### src/rtl/gpio_pio_irq.sv
// gpio_pio_irq: Avalon-MM GPIO block with an atomic set/clear output register,
// a two-flop synchronised input port, per-bit edge capture (W1C) and a
// maskable level interrupt.
// Optional feature macro: GPIO_DEBOUNCE_EN adds a per-bit stability-window
// debouncer of DEB_CYCLES clocks between the synchroniser and edge detection.
module gpio_pio_irq #(
   parameter int unsigned      IN_W       = 18,
   parameter int unsigned      OUT_W      = 27,
   parameter logic [OUT_W-1:0] OUT_RESET  = '0,
   parameter int unsigned      EDGE_MODE  = 0,
   parameter int unsigned      DEB_CYCLES = 50000
) (
   input  logic              clk_clk,
   input  logic              reset_reset,
   input  logic [2:0]        avs_address,
   input  logic              avs_read,
   input  logic              avs_write,
   input  logic [31:0]       avs_writedata,
   output logic [31:0]       avs_readdata,
   output logic              irq,
   input  logic [IN_W-1:0]   in_export,
   output logic [OUT_W-1:0]  out_export
);

   localparam logic [2:0] ADDR_DATA = 3'd0;
   localparam logic [2:0] ADDR_OUT  = 3'd1;
   localparam logic [2:0] ADDR_SET  = 3'd2;
   localparam logic [2:0] ADDR_CLR  = 3'd3;
   localparam logic [2:0] ADDR_MASK = 3'd4;
   localparam logic [2:0] ADDR_EDGE = 3'd5;
   localparam logic [2:0] ADDR_INFO = 3'd6;

   localparam logic [31:0] INFO_WORD = {16'(OUT_W), 8'(IN_W), 6'b0, 2'(EDGE_MODE)};

   logic [OUT_W-1:0] out_q;
   logic [IN_W-1:0]  s1_q;
   logic [IN_W-1:0]  s2_q;
   logic [IN_W-1:0]  din;
   logic [IN_W-1:0]  din_prev_q;
   logic [IN_W-1:0]  edge_ev_c;
   logic [IN_W-1:0]  edge_q;
   logic [IN_W-1:0]  mask_q;
   logic [31:0]      rd_data_c;

   logic             wr_out;
   logic             wr_set;
   logic             wr_clr;
   logic             wr_mask;
   logic             wr_edge;
   logic [OUT_W-1:0] wd_out;
   logic [IN_W-1:0]  wd_in;
   logic             unused_ok;

   assign wr_out  = avs_write && (avs_address == ADDR_OUT);
   assign wr_set  = avs_write && (avs_address == ADDR_SET);
   assign wr_clr  = avs_write && (avs_address == ADDR_CLR);
   assign wr_mask = avs_write && (avs_address == ADDR_MASK);
   assign wr_edge = avs_write && (avs_address == ADDR_EDGE);
   assign wd_out  = avs_writedata[OUT_W-1:0];
   assign wd_in   = avs_writedata[IN_W-1:0];

   // Output register: plain write, atomic set and atomic clear.
   always_ff @(posedge clk_clk or posedge reset_reset) begin
      if (reset_reset) begin
         out_q <= OUT_RESET;
      end else if (wr_out) begin
         out_q <= wd_out;
      end else if (wr_set) begin
         out_q <= out_q | wd_out;
      end else if (wr_clr) begin
         out_q <= out_q & ~wd_out;
      end
   end

   assign out_export = out_q;

   // Two-flop synchroniser for the asynchronous input pins.
   always_ff @(posedge clk_clk or posedge reset_reset) begin
      if (reset_reset) begin
         s1_q <= '0;
         s2_q <= '0;
      end else begin
         s1_q <= in_export;
         s2_q <= s1_q;
      end
   end

`ifdef GPIO_DEBOUNCE_EN
   localparam int unsigned      CNT_W    = $clog2(DEB_CYCLES + 1);
   localparam logic [CNT_W-1:0] CNT_LAST = CNT_W'(DEB_CYCLES - 1);

   logic [CNT_W-1:0] cnt_q [IN_W];
   logic [IN_W-1:0]  din_q;

   // Per-bit debounce: d only follows s2 after DEB_CYCLES consecutive differing cycles.
   always_ff @(posedge clk_clk or posedge reset_reset) begin
      if (reset_reset) begin
         for (int i = 0; i < int'(IN_W); i++) begin
            cnt_q[i] <= '0;
         end
         din_q <= '0;
      end else begin
         for (int i = 0; i < int'(IN_W); i++) begin
            if (s2_q[i] == din_q[i]) begin
               cnt_q[i] <= '0;
            end else if (cnt_q[i] == CNT_LAST) begin
               cnt_q[i] <= '0;
               din_q[i] <= s2_q[i];
            end else begin
               cnt_q[i] <= cnt_q[i] + CNT_W'(1);
            end
         end
      end
   end

   assign din       = din_q;
   assign unused_ok = ^avs_writedata;
`else
   assign din       = s2_q;
   assign unused_ok = ^{avs_writedata, 32'(DEB_CYCLES)};
`endif

   // Previous debounced value for edge detection.
   always_ff @(posedge clk_clk or posedge reset_reset) begin
      if (reset_reset) begin
         din_prev_q <= '0;
      end else begin
         din_prev_q <= din;
      end
   end

   // Edge event selection by configured mode.
   always_comb begin
      edge_ev_c = '0;
      case (EDGE_MODE)
         0:       edge_ev_c = din & ~din_prev_q;
         1:       edge_ev_c = ~din & din_prev_q;
         default: edge_ev_c = din ^ din_prev_q;
      endcase
   end

   // Edge capture: W1C clears, but a same-cycle edge event wins.
   always_ff @(posedge clk_clk or posedge reset_reset) begin
      if (reset_reset) begin
         edge_q <= '0;
      end else begin
         edge_q <= (edge_q & ~(wr_edge ? wd_in : '0)) | edge_ev_c;
      end
   end

   // Interrupt mask register.
   always_ff @(posedge clk_clk or posedge reset_reset) begin
      if (reset_reset) begin
         mask_q <= '0;
      end else if (wr_mask) begin
         mask_q <= wd_in;
      end
   end

   // Level interrupt straight from the EDGE and MASK flops.
   assign irq = |(edge_q & mask_q);

   // Read mux over the pre-write register values.
   always_comb begin
      rd_data_c = '0;
      case (avs_address)
         ADDR_DATA: rd_data_c = 32'(din);
         ADDR_OUT:  rd_data_c = 32'(out_q);
         ADDR_MASK: rd_data_c = 32'(mask_q);
         ADDR_EDGE: rd_data_c = 32'(edge_q);
         ADDR_INFO: rd_data_c = INFO_WORD;
         default:   rd_data_c = '0;
      endcase
   end

   // Registered read data, one cycle after the read strobe.
   always_ff @(posedge clk_clk or posedge reset_reset) begin
      if (reset_reset) begin
         avs_readdata <= '0;
      end else if (avs_read) begin
         avs_readdata <= rd_data_c;
      end
   end

endmodule
### config.mk
export PLATFORM = sky130hd
export DESIGN_NAME = gpio_pio_irq
export DESIGN_NICKNAME = d
export VERILOG_FILES = /design/src/rtl/gpio_pio_irq.sv
export SDC_FILE = /design/constraint.sdc
export NUM_CORES = 1
export LEC_CHECK = 0
export BUFFER_PORTS_ARGS = -buffer_cell sky130_fd_sc_hd__buf_2
export CAP_MARGIN = 20
export CORE_MARGIN = 2
export CORE_UTILIZATION = 30
export DETAILED_ROUTE_END_ITERATION = 6
export PLACE_DENSITY = 0.51
export SETUP_SLACK_MARGIN = 0.02
export SLEW_MARGIN = 20
export SYNTH_ARGS = -nofsm -noshare
export SYNTH_HDL_FRONTEND = slang
export SYNTH_SLANG_ARGS = --single-unit
### constraint.sdc
create_clock -name clk_clk -period 6.56 [get_ports clk_clk]
set_input_delay 1.312 -clock clk_clk [delete_from_list [all_inputs] [get_ports clk_clk]]
set_output_delay 1.312 -clock clk_clk [all_outputs]
set_load 0.01 [all_outputs]
# After elaboration in Yosys (flattened, before gate mapping)
# Cells that the tools add are included.
[word_totals]
register_bits = 149
wordCells = 35
in_bits = 57
output_inout_bits = 60
[classes]
muxes = 5
bitwise = 9
eq_ne = 6
reduce_logical = 8
[ops]
columns = ["operator", "n"]
rows = [
  ["27-bit one-hot mux with 5 select lines", 1],
  ["27-bit two-way mux", 3],
  ["18-bit AND", 3],
  ["18-bit inverter", 2],
  ["27-bit AND", 1],
  ["27-bit inverter", 1],
  ["27-bit bitwise OR", 1],
  ["18-bit two-way mux", 1],
  ["18-bit bitwise OR", 1],
  ["18-bit OR reduction", 1],
  ["3-bit equality test (second input constant)", 3],
  ["3-bit by 2-bit equality test with 1-bit output (second input constant)", 2],
  ["1-bit logical AND", 5],
  ["3-bit by 1-bit equality test with 1-bit output (second input constant)", 1],
  ["3-bit logical NOT", 1],
  ["3-bit nonzero test", 1],
]

# Depth between registers and ports, before layout
[depth]
depth_word = 6
mapped_depth = 7
depth_no_buf = 4

# Worst setup path before layout
# No wires, ideal clock.
[synth_timing]
kind = "in2reg"
from = "input avs_address[1]"
to = "register mask_q[0]"
setup_time_ns = 0.125
required_ns = 6.435
path_buffers = 2
arrival_ns = 2.443
slack_ns = 3.993
stages = 4
cell_sequence = "buf_2 nor4b_4 buf_6 mux2_2"
[synth_via]
elab_chain_len = 2
[synth_lines]
columns = ["item", "line_no", "rtl"]
rows = [
  ["from (decl)", "15", "input logic [2:0] avs_address,"],
  ["3-bit equality test", "57", "assign wr_mask = avs_write && (avs_address == ADDR_MASK);"],
  ["1-bit logical AND", "57", ""],
  ["to (signal assigned)", "156", "mask_q <= wd_in;"],
  ["to (decl)", "42", "logic [IN_W-1:0] mask_q;"],
]
# Every way passes these cells.
# A chain may end at the register's enable or synchronous reset.

# Worst setup path after layout
[layout_timing]
from = "input avs_address[0]"
to = "register edge_q[11]"
[layout_via]
elab_chain_len = 6
[layout_lines]
columns = ["item", "line_no", "rtl"]
rows = [
  ["3-bit equality test", "58", "assign wr_edge = avs_write && (avs_address == ADDR_EDGE);"],
  ["1-bit logical AND", "58", ""],
  ["18-bit two-way mux", "147", "edge_q <= (edge_q & ~(wr_edge ? wd_in : '0)) | edge_ev_c;"],
  ["18-bit inverter", "147", ""],
  ["18-bit AND", "147", ""],
  ["18-bit bitwise OR", "147", ""],
  ["to (signal assigned)", "147", ""],
  ["to (decl)", "41", "logic [IN_W-1:0] edge_q;"],
]
# Every way passes these cells.

==> impl_metrics.toml <==
[clock_tree]
cts_max_path_buffers = 2
clock_latency_ps = 420
clk_pin_slew_worst_paths_ps = 60
cts_max_level = 4
ctsResizeCount = 0
cts_inserted_buffers = 17
cts_tree = "built"
cts_setup_buffers = 0
root_buffer = "clkbuf_16"
cts_sinks = 144
cts_hold_repair.buffers = 0

[synth]
yosys_warnings = 0
synth_cell_type_count = 34
netlist_instances = 463
syn_avg_cell_area_um2 = 12.3
yosysSeqAreaShare = 0.632
ys_ff_latch = 144
synth_area_um2 = 5710

[setup_path]
cp-end-kind = "flip-flop"
worstPathRequired_ps = 6870
cp_data_arrival_time_ps = 3690
crit_chain = "buf_2 > nor2b_1 > and3_1 > nand2_1 > a22o_1"
reg2reg_depth = 4
worstSetupStartpoint = "avs_address[0]"
cp_slowest_cell = "and3_1"
reg2reg_slack_ps = 5270
crit_fanout = 31
critPathLaunchType = "input port"
max_stage_delay_ps = 890
r2r_end = "avs_readdata[12]"
critPathKind = "input port to flip-flop"
critical_path.endpoint = "edge_q[11]"

[detailed_routing]
avgRoutedWirePerCell_um = 17.4
first_pass_iters = 4
ant_nets = 0
routed_wl_mm = 14.2
drtIter0Drc = 295
vias = 3833
vias_per_cell = 4.70
drc = 0

[floorplan]
initial_utilization = 0.305
die-area_um2 = 20100
core_um2 = 18700
ios = 117
die_width_um = 142
rows = 50
die_y_um = 142

[global_route]
grt_pass1_wl_mm = 22.4
antenna_found_initial = 1
track_usage = 0.149
grt-ovfl-total = 0
grt_pass1_vias = 4014
grt_start_max_net_pins = 82

[timing]
clock_skew_ps = 5.20
finalSetupViolations = 0
worst_pin_slew_ps = 1010
relSlewSlack = 0.329
hold_viol = 0
finalSetupTns_ps = 0
fin_crit_sh = 0.515
whs_ps = 348
drv_slew = 0
finalCriticalPeriod_ps = 3380
rsz0062_at_grt = "no"
fin_ws_ps = 3180
fmax_ghz = 0.296

[cells_and_area]
final_common_cell = "dfrtp_1"
final_cell_area_um2 = 7050
seqCellArea_um2 = 3600
multi_input_area_um2 = 1740
final_net_count = 625
area_growth_pct = 23.5
fin_cells = 816
layout_common_cells = "144 x dfrtp_1, 106 x buf_2, 54 x inv_1, 40 x a21oi_1, 34 x nor2_1"
fill_cells = 1845
drive_gt1_frac = 0.308

[place]
gp_congestion = 0.713
dpl.hpwl_mm = 8.94
dp_cells = 782
io_buffer_count = 106
pre_cts_ws_ps = 2650
place_area_um2 = 6410

[pwr]
p_sw_frac = 0.253
p_switching_mw = 0.577
power_leakage_nw = 3.32
irDropWorstVdd_mv = 0.173
p_clk_frac = 0.434
p_per_area_nw_per_um2 = 324
internal_power_mw = 1.70
combPwrFrac = 0.114
p_seq_frac = 0.452

[run]
drv_cap = 0

[hold_path]
hp-class = "flip-flop to flip-flop"

[outcome]
outcome = "completed"
-- area by class of cell --
type                    instances  area share
clock inverters                13      0.0229
diodes                          1    0.000355
well taps                     234      0.0416
multi-input cells             238       0.247
clock buffers                  19      0.0629
inverters                      56      0.0305
flip-flops and latches        144       0.511
repair buffers                111      0.0835
-- layer usage --
layer,track usage,vias to the layer above,wire (µm)
met3,0.0439,16,675
li1,-,1820,-
met1,0.206,1895,6810
met2,0.225,102,6530
met4,0.0474,0,198
met5,0,-,0
-- metrics by stage --
step	utilization	total power [mW]
finish	0.377	2.28
global route	0.377	2.39
CTS	0.375	2.31
detailed placement	0.343	1.31
global placement	0.343	1.30
floorplan	-	1.20
-- power groups by stage --
| stage | combinational [mW] | clock (mW) | sequential [mW] |
|---|---|---|---|
| floorplan | 0.157 | 0 | 1.05 |
| detailed placement | 0.264 | 0 | 1.05 |
| global placement | 0.258 | 0 | 1.04 |
| finish | 0.259 | 0.990 | 1.03 |
| CTS | 0.265 | 1.02 | 1.03 |
| global route | 0.289 | 1.06 | 1.04 |
-- kinds of logic (layout without fill, tap and decap cells) --
group                  after synthesis  in the layout  synth area share
and+or+nand+nor                     77             77            0.0629
muxes                               36             36            0.0980
DFF                                144            144             0.632
AOI/OAI and AO/OA                  120            120             0.141
other                                1              6          0.000657
buffers and inverters               85            199            0.0662
-- Yosys cell counts, drive strengths merged --
cell / count / area [µm²]
dfrtp: 144 / 3600
inv: 56 / 210
a21oi: 40 / 200
nor2: 34 / 128
a211oi: 27 / 203
nand2: 25 / 93.8
a22o: 21 / 184
mux2: 19 / 214
buf: 18 / 126
mux4: 14 / 315
o22ai: 14 / 87.6
clkbuf: 11 / 41.3
o21ai: 7 / 35.0
nor3: 4 / 20.0
a221oi: 3 / 26.3
a22oi: 3 / 22.5
and3: 3 / 18.8
mux2i: 3 / 30.0
and3b: 2 / 17.5
nand2b: 2 / 12.5
nand4: 2 / 18.8
nor2b: 2 / 12.5
o2bb2ai: 2 / 17.5
and2: 1 / 6.26
conb: 1 / 3.75
nor3b: 1 / 7.51
nor4b: 1 / 23.8
o211a: 1 / 10.0
o21a: 1 / 7.51
o221ai: 1 / 8.76
-- critical path: cells and delay by family --
family | cells | cell delay, ps
simple gates | 3 | 1430
buf+inv | 1 | 710
compound gates | 1 | 220
-- how the worst min path moves through the flow --
stage,startpoint,endpoint,slack (ps),cells past startpoint
finish,s1_q[10],din[10],350,0
global placement,s1_q[5],din[5],330,0
floorplan,s1_q[0],din[0],330,0
detailed placement,s1_q[11],din[11],330,0
CTS,s1_q[10],din[10],350,0
global route,s1_q[13],din[13],360,0
Power figures use the tool's default switching activity.
